===== src/rtl/tcdm_interconnect_pkg.sv =====
// Shared constants for the TCDM interconnect blocks.
// Provides the conflict-counter width and the select-index width helper.
package tcdm_interconnect_pkg;

  localparam int unsigned ConflictCntWidth = 16;

  // An index into n masters needs at least one bit, even for n == 1.
  function automatic int unsigned sel_width(input int unsigned n);
    return (n > 1) ? $clog2(n) : 1;
  endfunction

endpackage


===== src/rtl/rr_prio_sel.sv =====
// Circular priority search: first set bit of req_i at or above start_i, wrapping
// from NumIn-1 back to 0. idx_o falls back to start_i when nothing is requested.
module rr_prio_sel
  import tcdm_interconnect_pkg::*;
#(
  parameter  int unsigned NumIn = 8,
  localparam int unsigned SelW  = sel_width(NumIn)
) (
  input  logic [NumIn-1:0] req_i,
  input  logic [SelW-1:0]  start_i,
  output logic [SelW-1:0]  idx_o,
  output logic             empty_o
);

  localparam int unsigned PosW = SelW + 1;

  logic [PosW-1:0] pos;
  logic            found;

  // NOTE: every output and temporary gets a default before the loop so no
  // path through the block leaves a value unassigned (no latch inferred).
  always_comb begin
    idx_o   = start_i;
    empty_o = ~|req_i;
    found   = 1'b0;
    pos     = '0;
    for (int k = 0; k < NumIn; k++) begin
      pos = {1'b0, start_i} + PosW'(k);
      if (pos >= PosW'(NumIn)) pos = pos - PosW'(NumIn);
      if (!found && req_i[pos[SelW-1:0]]) begin
        found = 1'b1;
        idx_o = pos[SelW-1:0];
      end
    end
  end

endmodule


===== src/rtl/bank_rr_arb.sv =====
// Round-robin arbiter funnelling NumIn masters onto one bank with zero-cycle grant.
// Define BANK_RR_ARB_STATS_EN to add the saturating conflict_cnt_o output.
module bank_rr_arb
  import tcdm_interconnect_pkg::*;
#(
  parameter  int unsigned NumIn        = 8,
  parameter  int unsigned ReqDataWidth = 32,
  localparam int unsigned SelW         = sel_width(NumIn)
) (
  input  logic                               clk_i,
  input  logic                               rst_ni,
  input  logic                               flush_i,
  input  logic [NumIn-1:0]                   req_i,
  input  logic [NumIn-1:0][ReqDataWidth-1:0] data_i,
  output logic [NumIn-1:0]                   gnt_o,
  output logic                               req_o,
  input  logic                               gnt_i,
  output logic [ReqDataWidth-1:0]            data_o,
  output logic [SelW-1:0]                    sel_o
`ifdef BANK_RR_ARB_STATS_EN
  ,
  output logic [ConflictCntWidth-1:0]        conflict_cnt_o
`endif
);

  if (NumIn == 1) begin : g_pass
    assign req_o  = req_i[0];
    assign gnt_o  = gnt_i;
    assign data_o = data_i[0];
    assign sel_o  = '0;
  end else begin : g_arb
    logic [SelW-1:0] rr_d, rr_q;
    logic [SelW-1:0] sel;
    logic [SelW-1:0] sel_inc;
    logic            empty;

    rr_prio_sel #(.NumIn(NumIn)) u_prio_sel (
      .req_i   (req_i),
      .start_i (rr_q),
      .idx_o   (sel),
      .empty_o (empty)
    );

    // req_o looks only at the requests, so a bank that derives gnt_i from
    // req_o cannot close a combinational loop through this block.
    assign req_o   = ~empty;
    assign sel_inc = (sel == SelW'(NumIn - 1)) ? '0 : sel + SelW'(1);

    always_comb begin
      gnt_o      = '0;
      gnt_o[sel] = gnt_i & req_i[sel];
      data_o     = data_i[sel];
      sel_o      = sel;
    end

    // Flush wins over an accepted transfer; the grant itself still goes out.
    always_comb begin
      rr_d = rr_q;
      if (flush_i)             rr_d = '0;
      else if (req_o && gnt_i) rr_d = sel_inc;
    end

    // NOTE: sequential state uses non-blocking assignment so every flop
    // samples pre-edge values regardless of block ordering.
    always_ff @(posedge clk_i or negedge rst_ni) begin
      if (!rst_ni) rr_q <= '0;
      else         rr_q <= rr_d;
    end
  end

`ifdef BANK_RR_ARB_STATS_EN
  logic [ConflictCntWidth-1:0] conflict_cnt_d, conflict_cnt_q;
  logic                        conflict;

  // Clearing the lowest set bit leaves something only if two or more were set.
  assign conflict = |(req_i & (req_i - NumIn'(1)));

  always_comb begin
    conflict_cnt_d = conflict_cnt_q;
    if (flush_i)                                conflict_cnt_d = '0;
    else if (conflict && (conflict_cnt_q != '1)) conflict_cnt_d = conflict_cnt_q + 1'b1;
  end

  always_ff @(posedge clk_i or negedge rst_ni) begin
    if (!rst_ni) conflict_cnt_q <= '0;
    else         conflict_cnt_q <= conflict_cnt_d;
  end

  assign conflict_cnt_o = conflict_cnt_q;
`endif

`ifndef SYNTHESIS
  always @(posedge clk_i) begin
    assert (NumIn > 0) else $error("bank_rr_arb: NumIn must be at least 1");
    if (rst_ni && gnt_i) begin
      assert ($onehot0(gnt_o)) else $error("bank_rr_arb: gnt_o not onehot0");
    end
  end
`endif

endmodule


===== config.mk =====
export PLATFORM = sky130hd
export DESIGN_NAME = bank_rr_arb
export DESIGN_NICKNAME = d
export VERILOG_FILES = /design/src/rtl/tcdm_interconnect_pkg.sv /design/src/rtl/rr_prio_sel.sv /design/src/rtl/bank_rr_arb.sv
export SDC_FILE = /design/constraint.sdc
export NUM_CORES = 1
export LEC_CHECK = 0
export ABC_CLOCK_PERIOD_IN_PS = 3900
export BUFFER_PORTS_ARGS = -buffer_cell sky130_fd_sc_hd__buf_2
export CAP_MARGIN = 20
export CORE_AREA = 5 5 118 120
export CTS_CLUSTER_SIZE = 28
export DETAILED_ROUTE_END_ITERATION = 12
export DIE_AREA = 0 0 123 125
export SETUP_SLACK_MARGIN = 0.05
export SYNTH_ARGS = -nofsm -noshare
export SYNTH_HDL_FRONTEND = slang
export SYNTH_SLANG_ARGS = --single-unit

===== constraint.sdc =====
create_clock -name clk_i -period 3.9 [get_ports clk_i]
set_input_delay 0.195 -clock clk_i [delete_from_list [all_inputs] [get_ports clk_i]]
set_output_delay 0.195 -clock clk_i [all_outputs]
set_load 0.005 [all_outputs]

**After elaboration in Yosys (flattened, before gate mapping)**

Cells that the tools add are included.

- Input bits: 268
- RAM bits: 0
- Memories kept: 0
- Bits in latches: 0
- Register bits: 3
- ROM bits: 0

- Multiplexer cells: 48
- Multiply operators: 0
- Reduce and logical (&&, ||, !) cells: 18
- Add/subtract/negate cells: 16
- Divide/modulo/power cells: 0
- $lt $le $gt $ge: 18
- Equality and inequality tests: 1
- Shifts and indexed selects: 0
- Bitwise operators: 2

Operators with widths:

| kind | count |
|---|---|
| 32-bit binary-select mux with 3-bit select | 1 |
| 3-bit two-way mux | 19 |
| 3-bit by 4-bit less-than comparator with 1-bit output (second input constant) | 9 |
| 32-bit two-way mux | 1 |
| 4-bit >= comparator (second input constant) | 7 |
| 1-bit binary-select mux with 3-bit select | 9 |
| 3-bit by 1-bit subtractor with 3-bit output (second input constant) | 8 |
| 1-bit two-way mux | 17 |
| 3-bit by 3-bit adder with 4-bit output (second input constant) | 4 |
| 1-bit logical AND | 9 |
| 3-bit by 2-bit adder with 4-bit output (second input constant) | 2 |
| 8-bit bitwise AND | 1 |
| 8-bit OR reduction | 1 |
| 1-bit logical NOT | 7 |
| 3-bit by 1-bit adder with 4-bit output (second input constant) | 1 |
| 3-bit by 4-bit >= comparator with 1-bit output (second input constant) | 1 |
| 3-bit by 1-bit adder with 3-bit output (second input constant) | 1 |
| 1-bit demux with 3-bit select | 1 |
| 3-bit == test (second input constant) | 1 |
| 3-bit by 1-bit >= comparator with 1-bit output (second input constant) | 1 |
| 2-bit nonzero test | 1 |
| 1-bit bitwise AND | 1 |

**Logic depth before layout (Yosys ltp)**

Gate-level depths: netlist (run 1).

- Word-level depth: 31
- Mapped depth: 19
- Gate-level depth less buffers: 13

**Cells and area by module**

Synthesis (run 1) repeated with hierarchy kept, for this count alone.

- Cell total of the unflattened synthesis: 403
- Area total of the unflattened synthesis: 3473.3 µm²

By module, submodules not included:

| module | area each (µm²) | cells an instance | times used | seq. area each (µm²) |
|---|---|---|---|---|
| bank_rr_arb | 2531.2 | 296 | 1 | 75.1 |
| rr_prio_sel | 942.2 | 107 | 1 | 0.0 |

**Worst setup path before layout (run 1)**

No wires, ideal clock.

- Path kind: register to register
- Start: register g_arb.rr_q[0]
- End: register g_arb.rr_q[1]
- Stages on the path, launching flop included: 20
- Setup slack: -405 ps
- Arrival: 4225 ps
- Clock period less this slack: 4305 ps
- Path through: dfrtp_1 buf_6 inv_1 ha_1 buf_6 buf_6 mux2_1 mux4_2 o2bb2ai_2 a211o_1 a31o_2 xnor2_2 inv_2 buf_2 buf_4 buf_2 ha_1 ha_1 or3b_2 mux2i_1

- Longest elaborated chain between the ends: 30
- Elaborated cells between the ends (all ways): 81
- Those cells by class: 16 x add/sub; 8 x order compare; 1 x eq/ne; 42 x mux; 14 x reduce/logical

RTL lines:

| element | RTL line | text |
|---|---|---|
| start, declared | bank_rr_arb.sv:32 | `logic [SelW-1:0] rr_d, rr_q;` |
| start signal, assigned | bank_rr_arb.sv:67 | `else rr_q <= rr_d;` |
| branches (longest 25 deep; another with 3-bit by 1-bit adder with 4-bit output) | n/a |  |
| 3-bit two-way mux * | rr_prio_sel.sv:30 | `if (!found && req_i[pos[SelW-1:0]]) begin` |
| via sel_o[0] | bank_rr_arb.sv:19 | `output logic [SelW-1:0] sel_o` |
| 3-bit by 1-bit adder with 3-bit output / 3-bit == test (equally long branches) | bank_rr_arb.sv:47 | `assign sel_inc = (sel == SelW'(NumIn - 1)) ? '0 : sel + SelW'(1);` |
| 3-bit two-way mux * | bank_rr_arb.sv:47 |  |
| 3-bit two-way mux * | bank_rr_arb.sv:60 | `else if (req_o && gnt_i) rr_d = sel_inc;` |
| 3-bit two-way mux * | bank_rr_arb.sv:59 | `if (flush_i) rr_d = '0;` |

Mark *: on every way through the listed nets, which the timed path passes. The select of a mux whose other input is x is not followed.
A chain may end at the register's enable or synchronous reset.

**Worst setup path after layout (run 1)**

- Start: register g_arb.rr_q[0]
- End: output port gnt_o[5]

- Longest elaborated chain between the ends: 31
- Elaborated cells between the ends (all ways): 85
- Those cells by class: 15 x add/sub; 10 x order compare; 43 x mux; 2 x bitwise; 15 x reduce/logical

RTL lines:

| element | RTL line | text |
|---|---|---|
| branches (longest 25 deep; another with 3-bit by 1-bit adder with 4-bit output) | n/a |  |
| 3-bit two-way mux * | rr_prio_sel.sv:30 |  |
| 3-bit by 4-bit less-than comparator with 1-bit output (implied by the code) / 3-bit by 1-bit >= comparator with 1-bit output (equally long branches) | bank_rr_arb.sv:51 | `gnt_o[sel] = gnt_i & req_i[sel];` |
| 1-bit logical AND (implied by the code) | bank_rr_arb.sv:51 |  |
| 1-bit two-way mux (implied by the code) | bank_rr_arb.sv:51 |  |
| 1-bit demux with 3-bit select | bank_rr_arb.sv:51 |  |
| 8-bit bitwise AND (no line) * | n/a |  |
| end, declared | bank_rr_arb.sv:15 | `output logic [NumIn-1:0] gnt_o,` |

Every way passes the cells marked *. The select of a mux whose other input is x is not followed.

==> flow_summary.json, run 1 <==
{
  "largest_reg_flops": 3,
  "hold_slack_ns": 0.303,
  "cp_cell_sequence": "inv_6 > ha_4 > buf_6 > mux4_2 > mux2i_4 > inv_2 > a211o_1 > a31o_4 > xnor2_4 > inv_4 > mux2_4 > o22ai_4 > buf_6 > a2111o_1 > nor3_1 > buf_2",
  "multi_input_area_mm2": 0.00335,
  "async_reset_ff_share_pct": 100,
  "gr-total-overflow": 0,
  "core_mm2": 0.0129,
  "initial_core_util_pct": 24.3,
  "fin_ws_ns": -0.229,
  "post-synth-top-count-cell": "nand2_1",
  "p_leak_nw": 3.14,
  "path_max_fanout": 7,
  "synth_cell_type_count": 60,
  "rsz0062_at_grt": "yes",
  "nFillCells": 1272,
  "yosys_register_bits": 3,
  "nets": 1053,
  "fin_util_pct": 50.6,
  "violations": "negative setup slack",
  "cts_buffers": 3,
  "die_x_um": 123,
  "syn2layout_area_growth_pct": 108,
  "top_register": "g_arb.rr_q",
  "antenna_found_initial": 1,
  "worstSetupStartpointType": "flip-flop",
  "reg_top3": "g_arb.rr_q x3",
  "finalHoldViolations": 0,
  "worstPathRequired_ns": 3.70,
  "grt_pass1_wl_mm": 29.8,
  "tritoncts": "done",
  "synthTopCellsByArea": "mux4_2 (15%), mux2_2 (11%), mux2i_1 (8.0%)",
  "layout-drive-gt1-share_pct": 72.3,
  "cpPeakStageDelay_ns": 0.56,
  "h-tree-depth": 1,
  "synth_edf_count": 0,
  "dieArea_mm2": 0.0154,
  "place_ws_ns": -0.137,
  "synthesis.instances": 386,
  "min_path_type": "in2async",
  "cp_top_family": "multiplexers",
  "drc_errors": 0,
  "period_needed_ns": 4.13,
  "io_pins": 312,
  "seq_area_frac_synth_pct": 2.40,
  "end_kind": "primary output",
  "vias": 5197,
  "worstSkewPairLatency_ns": 0.23,
  "slew_violations": 0,
  "status": "finished with violations",
  "fin_crit_sh_pct": 106,
  "p_total_mw": 6.00,
  "cp.buffers_inverters": 6,
  "grt_max_degree": 17,
  "synth_common_cells": "nand2_1 (52), a22oi_1 (32), mux2_2 (30)",
  "synth_fp_nets": 658,
  "grtUsageTotal_pct": 24.7,
  "viasPerCell": 5.44,
  "clock_path_buffers": 2,
  "synth_top_cell_by_area": "mux4_2",
  "regArea_um2": 76.3,
  "n_antenna_cell": 0,
  "yosysWarnings": 0,
  "relSlewSlack_pct": 51.6,
  "num_rows": 42,
  "ant_nets": 0,
  "synth_flop_cell": "dfrtp_1",
  "crit_type": "reg2out",
  "syn_avg_cell_area_um2": 8.11,
  "synth_top_area_share_pct": 15.1,
  "cp_common_cell": "buf_6",
  "synth.cell_area_mm2": 0.00313,
  "cap_violations": 0,
  "worstPathArrival_ns": 3.93,
  "path_clk_slew_ns": 0.03,
  "setup_violations": 41,
  "skew_ns": 0.00198,
  "vdd_drop_max_uv": 350,
  "wl_per_cell_um": 21.5,
  "place.gp.congestion": 0.990,
  "die_h_um": 125,
  "hpwl_mm": 16.2,
  "dr.pass1.iters": 5,
  "drt_wl_total_mm": 20.5,
  "cts_sinks": 3,
  "cp_slowest_cell": "mux4_2",
  "p_per_area_mw_per_mm2": 920,
  "grt_pass1_vias": 5418,
  "worst_pin_slew_ns": 0.721,
  "port_buffers": 311,
  "fmax_mhz": 242,
  "clock-root-buffer": "clkbuf_16",
  "drt_iter0_drc": 265
}
==> metal layers <==
| metal | vias to the layer above | wire length [µm] | global-route usage (%) |
|---|---|---|---|
| met1 | 2502 | 7790 | 29.7 |
| met4 | 2 | 529 | 6.78 |
| met3 | 37 | 1700 | 4.07 |
| li1 | 2371 | - | - |
| met2 | 285 | 10500 | 44.9 |
| met5 | - | 13 | 0 |
==> worst register-to-register path, delay by kind of cell, from the launching register on <==
kind | cells | cell delay [ns]
multiplexers | 3 | 1.08
AO/OA/AOI/OAI | 4 | 0.89
buffers and inverters | 5 | 0.63
flip-flops | 1 | 0.39
adder cells (fa/ha/maj) | 1 | 0.32
XOR/XNOR | 1 | 0.27
AND/OR/NAND/NOR | 1 | 0.16
==> cells in the final DEF, fill, tap and decap left out, drive strengths merged, types with 16 or more instances in the layout <==
cell type,Yosys,final
mux4,21,21
mux2,34,34
nand2,53,53
mux2i,26,26
a221oi,26,26
inv,14,16
nor2,23,23
buf,21,417
a22oi,32,32
==> metrics by stage <==
stage | setup TNS [ns] | instance area (µm²) | std cells
CTS | -4.63 | 6250 | 945
floorplan | -0.0597 | 3260 | 386
global placement | -1.64 | 5390 | 903
finish | -5.11 | 6520 | 956
global route | -10.64 | 6520 | 956
detailed placement | -1.56 | 5390 | 903
==> power breakdown <==
group	internal (mW)	leakage, nW	switching [mW]	total (mW)
Combinational	3.01	3.06	2.77	5.79
Sequential	0.0380	0.0393	0.00677	0.0448
Clock	0.135	0.0382	0.0298	0.165
Total	3.19	3.14	2.81	6.00
==> final cells by class <==
class	count	area share, %
inverter	14	1.08
multi-input combinational	337	51.4
tap	176	3.38
sequential	3	1.17
timing repair inverter	2	0.269
timing repair buffer	420	41.5
clock buffer	4	1.21
==> final timing paths <==
kind | from | end | slack, ns | cells after the start
worst max-delay path | g_arb.rr_q[0]$_DFFE_PN0P_ | gnt_o[5] | -0.23 | 16
min in group clk_i | flush_i | g_arb.rr_q[2]$_DFFE_PN0P_ | 0.32 | 3
worst min register to register | g_arb.rr_q[2]$_DFFE_PN0P_ | g_arb.rr_q[2]$_DFFE_PN0P_ | 0.66 | 2
worst min-delay path | rst_ni | g_arb.rr_q[1]$_DFFE_PN0P_ | 0.30 | 2
worst max register to register | g_arb.rr_q[0]$_DFFE_PN0P_ | g_arb.rr_q[0]$_DFFE_PN0P_ | 0.05 | 15
max in group asynchronous | rst_ni | g_arb.rr_q[0]$_DFFE_PN0P_ | 3.48 | 2
==> kinds of logic after synthesis <==
kind of cell	after synthesis	share of synthesized area [%]
and+or+nand+nor	112	16.4
adders and majority gates	4	1.60
buffers and inverters	47	7.11
DFF	3	2.40
AOI/OAI and AO/OA	136	35.1
muxes	81	36.3
xor gates and xnor gates	3	1.08
==> what timing repair did <==
action,in CTS,in global routing
hold buffers,1,0
endpoints found under the hold margin,3,0
pin swaps,32,35
buffers inserted,32,12
cloned,6,2
gates resized for setup,109,33
endpoints found under the setup margin,43,44
No activity file was read; power rests on OpenSTA's default activity.
==> run 2, diff against run 1 <==
CELL_PAD_IN_SITES_DETAIL_PLACEMENT = 1   (was not set)
CELL_PAD_IN_SITES_GLOBAL_PLACEMENT = 1   (was not set)
CORE_AREA = not set   (was 5 5 118 120)
CORE_MARGIN = 5   (was not set)
CORE_UTILIZATION = 22   (was not set)
DIE_AREA = not set   (was 0 0 123 125)
PLACE_DENSITY_LB_ADDON = 0.1   (was not set)
==> flow_summary.json, run 2 (same netlist as run 1, synthesis figures left out) <==
{
  "nFillCells": 1742,
  "cts_buffers": 3,
  "grt_pass1_vias": 5604,
  "grtUsageTotal_pct": 23.5,
  "tritoncts": "done",
  "netSwitchingFraction_pct": 48.4,
  "p_int_mw": 2.85,
  "skew_ns": 0.000375,
  "core_mm2": 0.0139,
  "num_rows": 43,
  "fin_crit_sh_pct": 107,
  "final_cells": 949,
  "gr-total-overflow": 0,
  "die_x_um": 129,
  "cts_sinks": 3,
  "p_total_mw": 5.53,
  "p_per_area_mw_per_mm2": 889,
  "grt_max_degree": 16,
  "dieArea_mm2": 0.0167,
  "worstSkewPairLatency_ns": 0.22,
  "layout-drive-gt1-share_pct": 71.1,
  "worstSetupStartpointType": "flip-flop",
  "switchingPower_mw": 2.67,
  "h-tree-depth": 1,
  "drt_iter0_drc": 202,
  "grt_pass1_wl_mm": 31.0,
  "path_max_fanout": 10,
  "wl_per_cell_um": 22.6,
  "port_buffers": 311,
  "p_leak_nw": 3.03,
  "hold_slack_ns": 0.303,
  "finalHoldViolations": 0,
  "slew_violations": 0,
  "fin_ws_ns": -0.259,
  "dp.cells": 922,
  "place.gp.congestion": 0.929,
  "path_clk_slew_ns": 0.03,
  "antenna_found_initial": 1,
  "reg_top3": "g_arb.rr_q x3",
  "p_seq_share_pct": 0.8,
  "rsz0062_at_grt": "yes",
  "viasPerCell": 5.35,
  "final_cell_mix": "buf_2 (308), buf_4 (72), nand2_1 (48), a22oi_1 (31)",
  "final_common_cell": "buf_2",
  "cap_violations": 0,
  "vias": 5081,
  "clock-root-buffer": "clkbuf_16",
  "crit_type": "reg2out",
  "place_ws_ns": -0.219,
  "r2r_start": "g_arb.rr_q[0]$_DFFE_PN0P_",
  "worst_pin_slew_ns": 0.501,
  "status": "finished with violations",
  "top_register": "g_arb.rr_q",
  "crit_start": "g_arb.rr_q[0]$_DFFE_PN0P_",
  "ant_nets": 0,
  "drt_wl_total_mm": 21.4,
  "combinationalPowerShare_pct": 96.2,
  "syn2layout_area_growth_pct": 98.6,
  "largest_reg_flops": 3,
  "power_frac_clock_pct": 2.9,
  "period_needed_ns": 4.16,
  "fmax_mhz": 240,
  "clock_path_buffers": 2,
  "setup_violations": 40,
  "dr.pass1.iters": 6,
  "violations": "negative setup slack",
  "hpwl_mm": 18.2,
  "nets": 1040,
  "end_kind": "primary output",
  "initial_core_util_pct": 22.5,
  "die_h_um": 129,
  "relSlewSlack_pct": 66.4,
  "worstPathRequired_ns": 3.70,
  "min_path_type": "in2async",
  "drc_errors": 0,
  "vdd_drop_max_uv": 339,
  "worstPathArrival_ns": 3.96,
  "io_pins": 312
}
## run 2: path summary, 6_finish.rpt
kind	to	slack, ns	depth (start not counted)
min	g_arb.rr_q[1]$_DFFE_PN0P_	0.30	2
min in group clk_i	g_arb.rr_q[2]$_DFFE_PN0P_	0.30	3
max in group asynchronous	g_arb.rr_q[0]$_DFFE_PN0P_	3.48	2
max reg2reg	g_arb.rr_q[0]$_DFFE_PN0P_	0.05	16
max	data_o[23]	-0.26	16
min reg2reg	g_arb.rr_q[1]$_DFFE_PN0P_	0.77	3
## run 2: per-stage QoR
step           area, µm²  setup TNS, ns  utilization (%)
6_report            6220          -6.81             44.6
2_1_floorplan       3260        -0.0597                -
3_5_place_dp        5470          -3.03             39.3
4_1_cts             5970          -7.00             42.8
5_1_grt             6220         -12.68             44.6
3_3_place_gp        5470         -0.541             39.3
## run 2: worst max-delay path, cell delays in order (launching register included)
cell and delay, ns:
dfrtp_2 0.40, inv_6 0.04, ha_4 0.34, buf_6 0.15, mux2_4 0.29, mux4_2 0.52, a21oi_2 0.13, a32oi_1 0.07
o311a_1 0.29, o21a_1 0.20, buf_12 0.16, inv_12 0.08, buf_8 0.12, mux2_4 0.30, a222oi_1 0.31, o211ai_1 0.15
buf_2 0.16
## run 2: repair_timing
action	4_1_cts	5_1_grt
hold buffers	1	0
gates resized for setup	74	36
pin swaps	12	12
endpoints found under the hold margin	3	0
endpoints found under the setup margin	43	44
setup buffers	10	7
gates cloned	2	1
## run 2: power by group through the flow
| stage | clock, mW | sequential, mW | combinational (mW) |
|---|---|---|---|
| 3_3_place_gp | 0 | 0.0453 | 4.50 |
| 3_5_place_dp | 0 | 0.0463 | 4.56 |
| 5_1_grt | 0.166 | 0.0474 | 5.69 |
| 6_report | 0.162 | 0.0460 | 5.32 |
| 2_1_floorplan | 0 | 0.0456 | 2.60 |
| 4_1_cts | 0.163 | 0.0463 | 5.07 |
## run 2: layout make-up
cell class              instances  area [µm²]  area share [%]
clock buffers                   4        78.8            1.27
diodes                          2        5.00          0.0805
inverters                      14        72.6            1.17
repair buffers                408        2460            39.5
well taps                     180         225            3.62
multi-input cells             337        3290            53.0
flip-flops and latches          3        76.3            1.23
repair inverters                1        8.76           0.141
## run 2: layer usage
metal  global-route usage, %  up-vias  wire length, µm
met5                       0        -                0
met4                    6.92        0              655
met3                    3.67       38             1510
met2                    44.8      232            11200
met1                    26.8     2476             8050
li1                        -     2335                -
==> run 3, diff against run 2 <==
CORE_ASPECT_RATIO = 0.6   (was not set)
==> flow_summary.json, run 3 (same netlist as run 1, synthesis figures left out) <==
{
  "cp_common_cell": "buf_6",
  "dr.pass1.iters": 5,
  "place.gp.congestion": 0.896,
  "final_common_cell": "buf_2",
  "end_kind": "primary output",
  "place_ws_ns": -0.293,
  "core_mm2": 0.0138,
  "num_rows": 33,
  "path_max_fanout": 7,
  "tritoncts": "done",
  "cp_slowest_cell": "mux4_2",
  "cp.buffers_inverters": 6,
  "vias": 5223,
  "initial_core_util_pct": 22.7,
  "p_int_mw": 3.60,
  "syn2layout_area_growth_pct": 125,
  "path_depth": 16,
  "h-tree-depth": 1,
  "wl_per_cell_um": 22.2,
  "die_x_um": 164,
  "p_seq_share_pct": 0.7,
  "grt_pass1_vias": 5653,
  "hpwl_mm": 17.2,
  "ant_nets": 0,
  "rsz0062_at_grt": "yes",
  "p_per_area_mw_per_mm2": 949,
  "reg_top3": "g_arb.rr_q x3",
  "top_register": "g_arb.rr_q",
  "drc_errors": 0,
  "min_path_type": "in2async",
  "grtUsageTotal_pct": 23.6,
  "violations": "negative setup slack",
  "path_clk_slew_ns": 0.03,
  "slew_violations": 0,
  "fmax_mhz": 239,
  "final_cell_mix": "buf_2 (306), buf_4 (78), nand2_1 (42), buf_6 (42), mux2_4 (27)",
  "setup_violations": 43,
  "p_leak_nw": 3.41,
  "viasPerCell": 5.24,
  "combinationalPowerShare_pct": 96.8,
  "layout-drive-gt1-share_pct": 77.4,
  "grt_pass1_wl_mm": 31.3,
  "nets": 1077,
  "vdd_drop_max_uv": 508,
  "n_antenna_cell": 0,
  "dp.cells": 936,
  "worstPathArrival_ns": 3.99,
  "nFillCells": 1726,
  "worst_pin_slew_ns": 0.579,
  "cts_sinks": 3,
  "drt_wl_total_mm": 22.1,
  "dieArea_mm2": 0.0168,
  "regArea_um2": 76.3,
  "netSwitchingFraction_pct": 46.1,
  "worstRegToRegCells": 17,
  "worstSetupStartpointType": "flip-flop",
  "die_h_um": 102,
  "worstPathRequired_ns": 3.70,
  "relSlewSlack_pct": 61.1,
  "clock-root-buffer": "clkbuf_16",
  "fin_crit_sh_pct": 107,
  "final_cells": 996,
  "skew_ns": 0.00165,
  "antenna_found_initial": 0,
  "finalHoldViolations": 0,
  "cap_violations": 0,
  "cts_buffers": 3,
  "grt_max_degree": 14,
  "multi_input_area_mm2": 0.00359,
  "largest_reg_flops": 3,
  "drt_iter0_drc": 253,
  "port_buffers": 311,
  "crit_type": "reg2out",
  "io_pins": 312,
  "gr-total-overflow": 0,
  "cp_cell_sequence": "inv_6 > ha_4 > mux4_2 > mux2i_4 > buf_6 > inv_2 > a211o_1 > a31o_4 > xnor2_4 > buf_6 > mux2_4 > o22ai_4 > a2111oi_4 > buf_4 > and3_4 > buf_6",
  "status": "finished with violations",
  "fin_ws_ns": -0.289,
  "cpPeakStageDelay_ns": 0.58,
  "cp_top_family": "multiplexers",
  "switchingPower_mw": 3.08,
  "worstSkewPairLatency_ns": 0.23,
  "power_frac_clock_pct": 2.5,
  "period_needed_ns": 4.19,
  "clock_path_buffers": 2
}
run 3: changes by cell type in the layout (fill, tap and decap cells not counted), moves of 4 or more:
cell | previous run | this run
buf_8 | 1 | 7
buf_6 | 20 | 42
o21ai_1 | 9 | 2
a22oi_2 | 1 | 21
mux2_4 | 12 | 27
a22oi_1 | 31 | 11
buf_12 | 5 | 9
mux2_2 | 21 | 6
buf_4 | 72 | 78
o21ai_2 | 0 | 7
nand2_1 | 48 | 42
run 3: area by class of cell:
type,count,area share [%]
multi-input combinational,336,50.9
timing repair buffer,447,42.4
tap,192,3.41
clock buffer,4,1.12
sequential,3,1.08
inverter,14,1.03
run 3: power groups by stage:
stage	Combinational, mW	Sequential (mW)	Clock [mW]
finish	6.47	0.0456	0.168
CTS	5.89	0.0458	0.170
floorplan	2.60	0.0456	0
detailed placement	4.54	0.0457	0
global placement	4.49	0.0452	0
global route	6.87	0.0463	0.171
run 3: layer usage:
layer  vias up  GRT usage [%]  share of wire [%]
met4         0           3.29               0.76
met1      2581           30.3                 42
met5         -              0                  0
li1       2420              -                  -
met2       209           42.8                 51
met3        13           4.11                6.6
run 3: final timing paths:
path                                             end  slack (ns)                 startpoint
setup / recovery                            gnt_o[3]       -0.29  g_arb.rr_q[0]$_DFFE_PN0P_
hold reg to reg            g_arb.rr_q[2]$_DFFE_PN0P_        0.67  g_arb.rr_q[2]$_DFFE_PN0P_
max in group asynchronous  g_arb.rr_q[0]$_DFFE_PN0P_        3.45                     rst_ni
min in group clk_i         g_arb.rr_q[2]$_DFFE_PN0P_        0.32                    flush_i
setup reg to reg           g_arb.rr_q[0]$_DFFE_PN0P_       -0.22  g_arb.rr_q[0]$_DFFE_PN0P_
hold / removal             g_arb.rr_q[0]$_DFFE_PN0P_        0.32                     rst_ni
run 3: repair_timing:
action,CTS,global route
pin swaps,55,43
hold endpoints to repair,3,0
buffers inserted,33,16
setup endpoints to repair,44,44
gates cloned,6,2
gates resized for setup,159,65
hold buffers,1,0
run 3: metrics by stage:
stage	cell area [µm²]	total power [mW]	TNS (ns)	hold slack [ns]	utilization (%)
final	7050	6.69	-7.80	0.315	51.1
after global routing	7050	7.09	-11.94	0.341	51.1
after CTS	6610	6.10	-4.86	0.290	47.9
after detailed placement	5510	4.59	-6.09	-0.00415	40.0
after global placement	5510	4.53	-4.82	-0.00621	40.0
after floorplan	3260	2.65	-0.0597	-0.101	-
run 3: worst reg2reg max path: stages (launching register included):
cell and delay [ns]:
dfrtp_2 0.39, inv_6 0.04, ha_4 0.34, mux4_2 0.58, mux2i_4 0.24, buf_6 0.13
inv_2 0.03, a211o_1 0.27, a31o_4 0.26, xnor2_4 0.26, buf_6 0.17, mux2_4 0.31
o22ai_4 0.21, a2111oi_4 0.08, buf_4 0.19, buf_6 0.11, buf_6 0.10, mux2_4 0.28
